<file path="src/rtl/spi_reg_pkg.sv">
// spi_reg_pkg: shared types, field positions and response packing
// for the SPI register controller.
package spi_reg_pkg;

  typedef enum logic [1:0] {
    IDLE,
    CAPTURE,
    EXEC,
    RESP
  } state_e;

  localparam int W_BIT    = 15;
  localparam int ADDR_MSB = 14;
  localparam int ADDR_LSB = 8;
  localparam int DATA_MSB = 7;
  localparam int DATA_LSB = 0;

  localparam int CTRL_ADDR = 0;
  localparam int CPOL_BIT  = 0;
  localparam int CPHA_BIT  = 1;
  localparam int LOCK_BIT  = 7;

  localparam int ST_OVR   = 15;
  localparam int ST_BAD   = 14;
  localparam int ST_LOCK  = 13;
  localparam int CNT_MSB  = 11;
  localparam int CNT_LSB  = 8;

  typedef struct packed {
    logic       wr;
    logic [6:0] addr;
    logic [7:0] data;
  } cmd_t;

  function automatic logic [15:0] pack_resp(
    input logic       ovr,
    input logic       bad,
    input logic       lck,
    input logic [3:0] cnt,
    input logic [7:0] rdata
  );
    logic [15:0] r;
    r                   = '0;
    r[ST_OVR]           = ovr;
    r[ST_BAD]           = bad;
    r[ST_LOCK]          = lck;
    r[CNT_MSB:CNT_LSB]  = cnt;
    r[DATA_MSB:DATA_LSB] = rdata;
    return r;
  endfunction

endpackage

</file>
<file path="src/rtl/spi_reg_ctrl_sync.sv">
// spi_busy_sync: brings the async busy level into clk and
// flags its rising (frame start) and falling (frame end) edges.
module spi_busy_sync #(
  parameter int SYNC_STAGES = 2
) (
  input  logic clk,
  input  logic reset_n,
  input  logic busy_i,
  output logic start_evt_o,
  output logic end_evt_o
);

  logic [SYNC_STAGES-1:0] sync_q;
  logic                   edge_q;
  logic                   lvl;

  assign lvl = sync_q[SYNC_STAGES-1];

  // Loading the live level on reset hides any busy already in progress.
  always_ff @(posedge clk) begin
    if (!reset_n) begin
      sync_q <= {SYNC_STAGES{busy_i}};
      edge_q <= busy_i;
    end else begin
      sync_q <= {sync_q[SYNC_STAGES-2:0], busy_i};
      edge_q <= lvl;
    end
  end

  assign start_evt_o = lvl & ~edge_q;
  assign end_evt_o   = ~lvl & edge_q;

endmodule

</file>
<file path="src/rtl/spi_reg_ctrl.sv">
// spi_reg_ctrl: frame sequencer and register bank behind an SPI slave.
// Define SPI_REG_WPROT_EN to make CTRL[7] a write-protect lock.
module spi_reg_ctrl
  import spi_reg_pkg::*;
#(
  parameter int NUM_REGS    = 8,
  parameter int SYNC_STAGES = 2
) (
  input  logic                  clk,
  input  logic                  reset_n,
  input  logic                  spi_busy,
  input  logic [15:0]           spi_rx,
  output logic                  spi_rx_enable,
  output logic [15:0]           spi_tx,
  output logic                  cfg_cpol,
  output logic                  cfg_cpha,
  output logic [NUM_REGS*8-1:0] regs
);

  state_e      state_q, state_d;
  cmd_t        cmd_q, cmd_d;
  logic [7:0]  regs_q [NUM_REGS];
  logic [7:0]  regs_d [NUM_REGS];
  logic [15:0] tx_q, tx_d;
  logic [7:0]  rdata_q, rdata_d;
  logic        ovr_q, ovr_d;
  logic        bad_q, bad_d;
  logic        lck_q, lck_d;
  logic [3:0]  cnt_q, cnt_d;

  logic        start_evt;
  logic        end_evt;
  logic        hit;
  logic        locked;
  logic [7:0]  cur;

  spi_busy_sync #(
    .SYNC_STAGES (SYNC_STAGES)
  ) u_sync (
    .clk         (clk),
    .reset_n     (reset_n),
    .busy_i      (spi_busy),
    .start_evt_o (start_evt),
    .end_evt_o   (end_evt)
  );

`ifdef SPI_REG_WPROT_EN
  assign locked = regs_q[CTRL_ADDR][LOCK_BIT];
`else
  assign locked = 1'b0;
`endif

  always_comb begin
    hit = (int'(cmd_q.addr) < NUM_REGS);
    cur = '0;
    for (int k = 0; k < NUM_REGS; k++) begin
      if (cmd_q.addr == 7'(k)) cur = regs_q[k];
    end
  end

  always_comb begin
    state_d       = state_q;
    cmd_d         = cmd_q;
    regs_d        = regs_q;
    tx_d          = tx_q;
    rdata_d       = rdata_q;
    ovr_d         = ovr_q;
    bad_d         = bad_q;
    lck_d         = lck_q;
    cnt_d         = cnt_q;
    spi_rx_enable = 1'b0;
    unique case (state_q)
      IDLE: begin
        spi_rx_enable = 1'b1;
        if (end_evt) state_d = CAPTURE;
      end
      CAPTURE: begin
        cmd_d.wr   = spi_rx[W_BIT];
        cmd_d.addr = spi_rx[ADDR_MSB:ADDR_LSB];
        cmd_d.data = spi_rx[DATA_MSB:DATA_LSB];
        state_d    = EXEC;
      end
      EXEC: begin
        state_d = RESP;
        if (!hit) begin
          rdata_d = '0;
          bad_d   = 1'b1;
        end else if (cmd_q.wr) begin
          if (locked && cmd_q.addr != 7'(CTRL_ADDR)) begin
            rdata_d = cur;
            lck_d   = 1'b1;
          end else begin
            rdata_d = cmd_q.data;
            for (int k = 0; k < NUM_REGS; k++) begin
              if (cmd_q.addr == 7'(k)) regs_d[k] = cmd_q.data;
            end
          end
        end else begin
          rdata_d = cur;
        end
      end
      RESP: begin
        tx_d    = pack_resp(ovr_q, bad_q, lck_q, cnt_q, rdata_q);
        cnt_d   = cnt_q + 4'd1;
        ovr_d   = 1'b0;
        bad_d   = 1'b0;
        lck_d   = 1'b0;
        state_d = IDLE;
      end
    endcase
    // A fresh overrun outranks the clear-on-report above.
    if (state_q != IDLE && (start_evt || end_evt)) ovr_d = 1'b1;
  end

  always_ff @(posedge clk) begin
    if (!reset_n) begin
      state_q <= IDLE;
      cmd_q   <= '0;
      regs_q  <= '{default: '0};
      tx_q    <= '0;
      rdata_q <= '0;
      ovr_q   <= 1'b0;
      bad_q   <= 1'b0;
      lck_q   <= 1'b0;
      cnt_q   <= '0;
    end else begin
      state_q <= state_d;
      cmd_q   <= cmd_d;
      regs_q  <= regs_d;
      tx_q    <= tx_d;
      rdata_q <= rdata_d;
      ovr_q   <= ovr_d;
      bad_q   <= bad_d;
      lck_q   <= lck_d;
      cnt_q   <= cnt_d;
    end
  end

  assign spi_tx   = tx_q;
  assign cfg_cpol = regs_q[CTRL_ADDR][CPOL_BIT];
  assign cfg_cpha = regs_q[CTRL_ADDR][CPHA_BIT];

  for (genvar g = 0; g < NUM_REGS; g++) begin : g_regs
    assign regs[8*g +: 8] = regs_q[g];
  end

endmodule
</file>
<file path="config.mk">
export PLATFORM = sky130hd
export DESIGN_NAME = spi_reg_ctrl
export DESIGN_NICKNAME = d
export VERILOG_FILES = /design/src/rtl/spi_reg_pkg.sv /design/src/rtl/spi_reg_ctrl_sync.sv /design/src/rtl/spi_reg_ctrl.sv
export SDC_FILE = /design/constraint.sdc
export NUM_CORES = 1
export LEC_CHECK = 0
export ABC_CLOCK_PERIOD_IN_PS = 1700
export CORE_MARGIN = 2
export CORE_UTILIZATION = 40
export DETAILED_ROUTE_END_ITERATION = 12
export GPL_TIMING_DRIVEN = 0
export PLACE_DENSITY = 0.68
export SLEW_MARGIN = 20
export SYNTH_ARGS = -nofsm -noshare
export SYNTH_HDL_FRONTEND = slang
export SYNTH_SLANG_ARGS = --single-unit
export TNS_END_PERCENT = 20
</file>
<file path="constraint.sdc">
create_clock -name clk -period 1.7 [get_ports clk]
set_input_delay 0.34 -clock clk [delete_from_list [all_inputs] [get_ports clk]]
set_output_delay 0.34 -clock clk [all_outputs]
set_load 0.005 [all_outputs]
</file>
==> impl_metrics.json, run 1 <==
{
  "clk_latency_ns": 0.41,
  "grt_antenna_before_repair": 0,
  "yosys.cell_count.top_type": "sky130_fd_sc_hd__dfxtp_1",
  "grt_max_degree": 17,
  "finalMaxSlewViolations": 0,
  "synth_area_um2": 4840,
  "viasPerCell": 5.44,
  "finish.net_count": 664,
  "synth_area_leader_cell": "sky130_fd_sc_hd__dfxtp_1",
  "h-tree-depth": 4,
  "run_status": "finished clean",
  "ir_drop_v": 0.000546,
  "number_of_placement_rows": 40,
  "criticalPathCategory": "flip-flop to primary output",
  "min-delay-path-class": "input port to flip-flop",
  "placeableCoreArea_um2": 11900,
  "clockPowerShare_pct": 43.7,
  "sequentialPowerShare_pct": 35.3,
  "vias": 4346,
  "critical-path-max-stage-delay_ns": 0.53,
  "synth_ff_type": "sky130_fd_sc_hd__dfxtp_1",
  "finClkSkew_ns": 0.00870,
  "wirelength_mm": 14.6,
  "pre_cts_slack_ns": -0.414,
  "p_comb_share_pct": 20.9,
  "ratio_of_cells_with_drive_above_1_in_the_final_layout_pct": 17.2,
  "crit_fanout": 3,
  "power_per_cell_area_nw_per_um2": 1230,
  "synthDominantCellAreaShare_pct": 46.8,
  "die_footprint_um2": 13000,
  "cp.required_ns": 1.36,
  "tritoncts.num_buffers": 17,
  "cts.path.max_buffers": 2,
  "synth_top_cells_by_count": "113 x sky130_fd_sc_hd__dfxtp_1, 63 x sky130_fd_sc_hd__nor2_1, 60 x sky130_fd_sc_hd__mux2i_1",
  "synth_sequential_area_ratio_pct": 46.8,
  "cts_sinks": 113,
  "arrival_ns": 1.34,
  "p_sw_share_pct": 29.0,
  "synth-async-reset-ratio_pct": 0,
  "worst_setup_path_start_kind": "flip-flop",
  "worst_slew_pin_slew_ns": 0.721,
  "synth.top_cells.by_area": "sky130_fd_sc_hd__dfxtp_1 47%, sky130_fd_sc_hd__mux2i_1 12%, sky130_fd_sc_hd__nand3_1 5.3%",
  "fin_crit_ns": 1.68,
  "grt_first_pass_wirelength_mm": 22.7,
  "cts_tree": "yes",
  "synth-warning-count": 0,
  "critical_path_capture_point_type": "primary output",
  "path_delay_family": "buffers and inverters",
  "die_w_um": 114,
  "cp_cell_sequence": "clkdlybuf4s50_1",
  "synth_edf_count": 0,
  "finalSetupViolCount": 0,
  "insertedDiodeCount": 0,
  "chipHeight_um": 114,
  "cts-root-buf": "sky130_fd_sc_hd__clkbuf_16",
  "grt_overflow_total": 0,
  "detail_route.iter0.violations": 315,
  "top_level_ports": 102,
  "remaining_drc_errors": 0,
  "worst-path-buf-inv": 1,
  "antenna_left": 0,
  "slew_headroom_pct": 51.9,
  "timing.final.ws_setup_ns": 0.0218,
  "routed_wire_length_per_instance_um": 18.3,
  "globalplace.congestion": 0.880,
  "grt_setup_unrepaired": "true",
  "leakagePower_uw": 0.00260,
  "portBuffers": 98,
  "detail_route.first_pass.iterations": 5,
  "finalHoldWorstSlack_ns": 0.413,
  "final_hold_violations": 0,
  "yosys_register_bits": 113,
  "syn_to_final_growth_pct": 40.6,
  "timing.max_cap.violations": 0,
  "syn-instance-count": 514,
  "synth.distinct_cells": 48,
  "first_global_vias": 4253,
  "cp_slowest_cell": "sky130_fd_sc_hd__clkdlybuf4s50_1",
  "internal-power_uw": 5930,
  "post-route-period-util_pct": 98.7,
  "max_freq_mhz": 596,
  "place_hpwl_mm": 10.6,
  "synthesis.area_per_instance_um2": 9.41,
  "p_switching_uw": 2420,
  "floorplan.initialDensity_pct": 40.6,
  "clkSlewWorstSetupHoldPaths_ns": 0.05,
  "overall_global_routing_usage_pct": 22.7
}
==> final timing paths <==
path	slack, ns	depth (start not counted)	start	endpoint
setup / recovery	0.02	1	regs[42]$_SDFFE_PN0P_	regs[42]
hold / removal	0.41	1	spi_busy	u_sync.sync_q[0]$_DFF_P_
setup reg to reg	0.05	5	cmd_q[10]$_SDFFE_PN0N_	rdata_q[4]$_SDFFE_PN0P_
hold reg to reg	0.44	2	u_sync.sync_q[0]$_DFF_P_	u_sync.sync_q[1]$_DFF_P_
==> cell type report <==
class	instances	area (um2)
buffer	42	283
clock buffer	20	457
clock inverter	12	159
timing repair buffer	106	1040
multi-input combinational	351	2360
fill	1051	5110
tap	147	184
sequential	113	2280
inverter	8	30.0
==> per-stage QoR <==
stage | cell area, um2 | TNS (ns) | util, % | power (uW) | cells
5_1_grt | 6800 | -0.00636 | 57.1 | 8660 | 799
2_1_floorplan | 4840 | 0 | - | 4120 | 515
6_report | 6800 | 0 | 57.1 | 8350 | 799
3_3_place_gp | 6000 | -4.37 | 50.4 | 4530 | 760
4_1_cts | 6700 | -0.189 | 56.3 | 8260 | 795
3_5_place_dp | 6000 | -5.92 | 50.4 | 4570 | 760
==> logic make-up after synthesis <==
logic type	share of synthesized area, %
flops	46.8
xor+xnor	0.543
other cells	0.0775
fa+ha+maj	1.55
mux	15.1
simple gates	19.0
compound gates	11.7
buf+inv	5.25
==> cells in the final DEF (no fill, tap or decap), types with 3 or more instances in the layout <==
cell,count
sky130_fd_sc_hd__nand4_4,5
sky130_fd_sc_hd__dfxtp_1,99
sky130_fd_sc_hd__inv_1,5
sky130_fd_sc_hd__buf_2,5
sky130_fd_sc_hd__clkbuf_8,3
sky130_fd_sc_hd__clkbuf_1,12
sky130_fd_sc_hd__clkinv_4,3
sky130_fd_sc_hd__nand3_1,51
sky130_fd_sc_hd__a21oi_1,10
sky130_fd_sc_hd__clkdlybuf4s50_1,93
sky130_fd_sc_hd__o22ai_1,3
sky130_fd_sc_hd__clkbuf_16,17
sky130_fd_sc_hd__mux2_2,6
sky130_fd_sc_hd__a31oi_1,6
sky130_fd_sc_hd__nor2b_1,5
sky130_fd_sc_hd__bufinv_16,3
sky130_fd_sc_hd__nand2b_1,10
sky130_fd_sc_hd__nand4_1,4
sky130_fd_sc_hd__buf_4,16
sky130_fd_sc_hd__inv_2,3
sky130_fd_sc_hd__clkbuf_4,4
sky130_fd_sc_hd__ha_1,3
sky130_fd_sc_hd__nor2_1,63
sky130_fd_sc_hd__o21ai_0,50
sky130_fd_sc_hd__dfxtp_2,14
sky130_fd_sc_hd__buf_6,6
sky130_fd_sc_hd__nand2_1,25
sky130_fd_sc_hd__clkinvlp_4,5
sky130_fd_sc_hd__o31ai_1,9
sky130_fd_sc_hd__mux2i_1,59
sky130_fd_sc_hd__buf_1,5
==> state kept, by name, summed over array words and instances (netlist names) <==
register and cells:
u_sync.sync_q 2, spi_tx 14, cfg_cpol 1, u_sync.edge_q 1
state_q 2, cfg_cpha 1, ovr_q 1, cmd_q 16
bad_q 1, cnt_q 4, rdata_q 8, regs 62
==> power groups by stage <==
stage	sequential [uW]	combinational, uW	clock, uW
2_1_floorplan	2930	1180	0
3_5_place_dp	2990	1570	0
3_3_place_gp	2990	1540	0
4_1_cts	2950	1650	3670
5_1_grt	2960	1890	3800
6_report	2950	1750	3650
==> metal layers <==
metal	global-route usage, %	share of wire [%]
met1	29.4	44
met2	36.3	46
met3	5.74	6.6
met4	9.59	3.2
met5	0	0
==> what timing repair did <==
action | CTS | global route
setup buffers | 3 | 4
setup endpoints to repair | 63 | 75
hold buffers | 0 | 0
gates resized for setup | 24 | 30
gates cloned | 1 | 0
pin swaps | 6 | 3
Power figures use the tool's default switching activity.
==> run 2, diff against run 1 <==
ABC_CLOCK_PERIOD_IN_PS = 1800   (was 1700)
PLACE_DENSITY = 0.65   (was 0.68)
clock period = 1.8 ns   (was 1.7 ns; I/O delays follow)
==> run 2 against run 1 <==
- sequential cell count is the same
- worst setup slack improved by 0.0045 ns
- final area fell by 1.3%
- cell count decreased by 0.13%
- non-clock buffer count fell by 1
- combinational power decreased by 10%
- die area unchanged
- count of clock-buffer cells in the layout down 1
- routed wire length is 0.97% higher
- sequential share of layout area grew 0.26 points
- critical path type is now flip-flop to flip-flop
==> impl_metrics.json, run 2 (synthesis results as in run 1) <==
{
  "antenna_left": 0,
  "run_status": "finished clean",
  "reg2regPathDepth": 6,
  "finalSetupViolCount": 0,
  "fillers": 1069,
  "criticalPathCategory": "flip-flop to flip-flop",
  "cts.path.max_buffers": 2,
  "worst_slew_pin_slew_ns": 0.729,
  "place_area_um2": 6000,
  "worst_hold_path.endpoint": "u_sync.sync_q[1]$_DFF_P_",
  "detail_route.iter0.violations": 285,
  "finClkSkew_ns": 0.00874,
  "largest_register_ff_count": 62,
  "utilization_pct": 56.3,
  "place.detailed.instances": 760,
  "cp_slowest_cell": "sky130_fd_sc_hd__nor4_4",
  "die_footprint_um2": 13000,
  "setup-tns-final_ns": 0,
  "finalHoldWorstSlack_ns": 0.446,
  "die_w_um": 114,
  "grt_first_pass_wirelength_mm": 22.7,
  "cp_cell_sequence": "nor4_4 -> buf_6 -> nand4_4 -> buf_2 -> nand3_1 -> o21ai_0",
  "viasPerCell": 5.48,
  "syn_to_final_growth_pct": 38.8,
  "layoutNonFillerInstCount": 798,
  "grt_overflow_total": 0,
  "tritoncts.num_buffers": 17,
  "vias": 4371,
  "remaining_drc_errors": 0,
  "detail_route.first_pass.iterations": 5,
  "chipHeight_um": 114,
  "power_per_cell_area_nw_per_um2": 1160,
  "h-tree-depth": 4,
  "place_hpwl_mm": 10.5,
  "grt_setup_unrepaired": "true",
  "floorplan.initialDensity_pct": 40.6,
  "wirelength_mm": 14.7,
  "globalplace.congestion": 0.870,
  "ir_drop_v": 0.000589,
  "grt_max_degree": 17,
  "cts_tree": "yes",
  "mostFrequentLayoutCell": "sky130_fd_sc_hd__dfxtp_1",
  "cts_sinks": 113,
  "regToRegStartpoint": "cmd_q[11]$_SDFFE_PN0N_",
  "cp.required_ns": 2.07,
  "portBuffers": 98,
  "slew_headroom_pct": 51.4,
  "first_global_vias": 4169,
  "crit_fanout": 10,
  "placeableCoreArea_um2": 11900,
  "fin_area_um2": 6710,
  "cts-root-buf": "sky130_fd_sc_hd__clkbuf_16",
  "hold_path_depth": 2,
  "worst_setup_path_start_kind": "flip-flop",
  "finish.net_count": 663,
  "routed_wire_length_per_instance_um": 18.5,
  "critical-path-max-stage-delay_ns": 0.43,
  "post-route-period-util_pct": 98.5,
  "reg2reg_setup_slack_ns": 0.03,
  "critical_path_capture_point_type": "flip-flop",
  "arrival_ns": 2.05,
  "top_level_ports": 102,
  "max_freq_mhz": 564,
  "ratio_of_cells_with_drive_above_1_in_the_final_layout_pct": 14.0,
  "insertedDiodeCount": 0,
  "final_hold_violations": 0,
  "grt_antenna_before_repair": 0,
  "min_from": "u_sync.sync_q[0]$_DFF_P_",
  "clkSlewWorstSetupHoldPaths_ns": 0.05,
  "overall_global_routing_usage_pct": 22.7,
  "worst_r2r_endpoint": "regs[47]$_SDFFE_PN0P_",
  "leakagePower_uw": 0.00252,
  "clk_latency_ns": 0.41,
  "min-delay-path-class": "flip-flop to flip-flop",
  "timing.max_cap.violations": 0,
  "number_of_placement_rows": 40,
  "leading_cell_types_in_the_layout_fill_and_taps_excluded": "109 x sky130_fd_sc_hd__dfxtp_1, 97 x sky130_fd_sc_hd__clkdlybuf4s50_1, 63 x sky130_fd_sc_hd__nor2_1",
  "finalMaxSlewViolations": 0,
  "fin_crit_ns": 1.77
}
-- run 2: changes by cell type in the layout (fill, tap and decap cells not counted), moves of 2 or more --
cell and delta:
sky130_fd_sc_hd__buf_4 -6, sky130_fd_sc_hd__dfxtp_2 -10, sky130_fd_sc_hd__dfxtp_1 +10, sky130_fd_sc_hd__clkbuf_1 +2, sky130_fd_sc_hd__ha_1 +2, sky130_fd_sc_hd__ha_2 -2, sky130_fd_sc_hd__clkdlybuf4s50_1 +4, sky130_fd_sc_hd__buf_2 +7
sky130_fd_sc_hd__dlymetal6s2s_1 -2, sky130_fd_sc_hd__clkbuf_8 -2, sky130_fd_sc_hd__clkbuf_4 -4
-- run 2: layer usage --
metal	up-vias	track usage [%]	wire, um
li1	2052	-	-
met3	24	5.21	951
met4	0	7.15	269
met1	2124	30.3	6580
met5	-	0	0
met2	171	36.6	6950
-- run 2: layout make-up --
type	instances	area, um2	share of cell area (%)
flip-flops and latches	113	2270	33.8
multi-input cells	351	2340	34.9
plain buffers	43	253	3.77
clock inverters	13	163	2.42
repair buffers	104	1030	15.3
inverters	8	30.0	0.448
well taps	147	184	2.74
clock buffers	19	443	6.60
-- run 2: where the power goes --
group	total, uW	leakage (uW)	internal, uW	switching (uW)
logic	1570	0.00133	639	930
clock network	3400	0.000277	2210	1190
registers	2790	0.000915	2640	153
total	7760	0.00252	5480	2270
-- run 2: what timing repair did --
item | 4_1_cts | 5_1_grt
buffers inserted | 1 | 5
endpoints found under the setup margin | 10 | 41
gates resized for setup | 11 | 12
hold buffers | 0 | 0
pin swaps | 2 | 4
-- run 2: critical path, delay by kind of cell, from the launching register on --
kind	cells	cell delay (ns)
AOI/OAI and AO/OA	1	0.11
buffers and inverters	2	0.49
DFF	1	0.33
and+or+nand+nor	3	0.71
-- run 2: worst max-delay path by stage --
| stage | start | endpoint |
|---|---|---|
| floorplan | state_q[0]$_SDFFE_PN0P_ | regs[30]$_SDFFE_PN0P_ |
| global placement | state_q[0]$_SDFFE_PN0P_ | regs[31]$_SDFFE_PN0P_ |
| detailed placement | state_q[0]$_SDFFE_PN0P_ | regs[31]$_SDFFE_PN0P_ |
| CTS | state_q[0]$_SDFFE_PN0P_ | regs[31]$_SDFFE_PN0P_ |
| global route | cmd_q[11]$_SDFFE_PN0N_ | regs[37]$_SDFFE_PN0P_ |
| finish | cmd_q[11]$_SDFFE_PN0N_ | regs[47]$_SDFFE_PN0P_ |
-- run 2: stage by stage --
step	worst slack, ns	total power (uW)
floorplan	0.171	3890
global placement	-0.265	4290
detailed placement	-0.351	4320
CTS	-0.0152	7750
global route	-0.0691	8050
finish	0.0263	7760
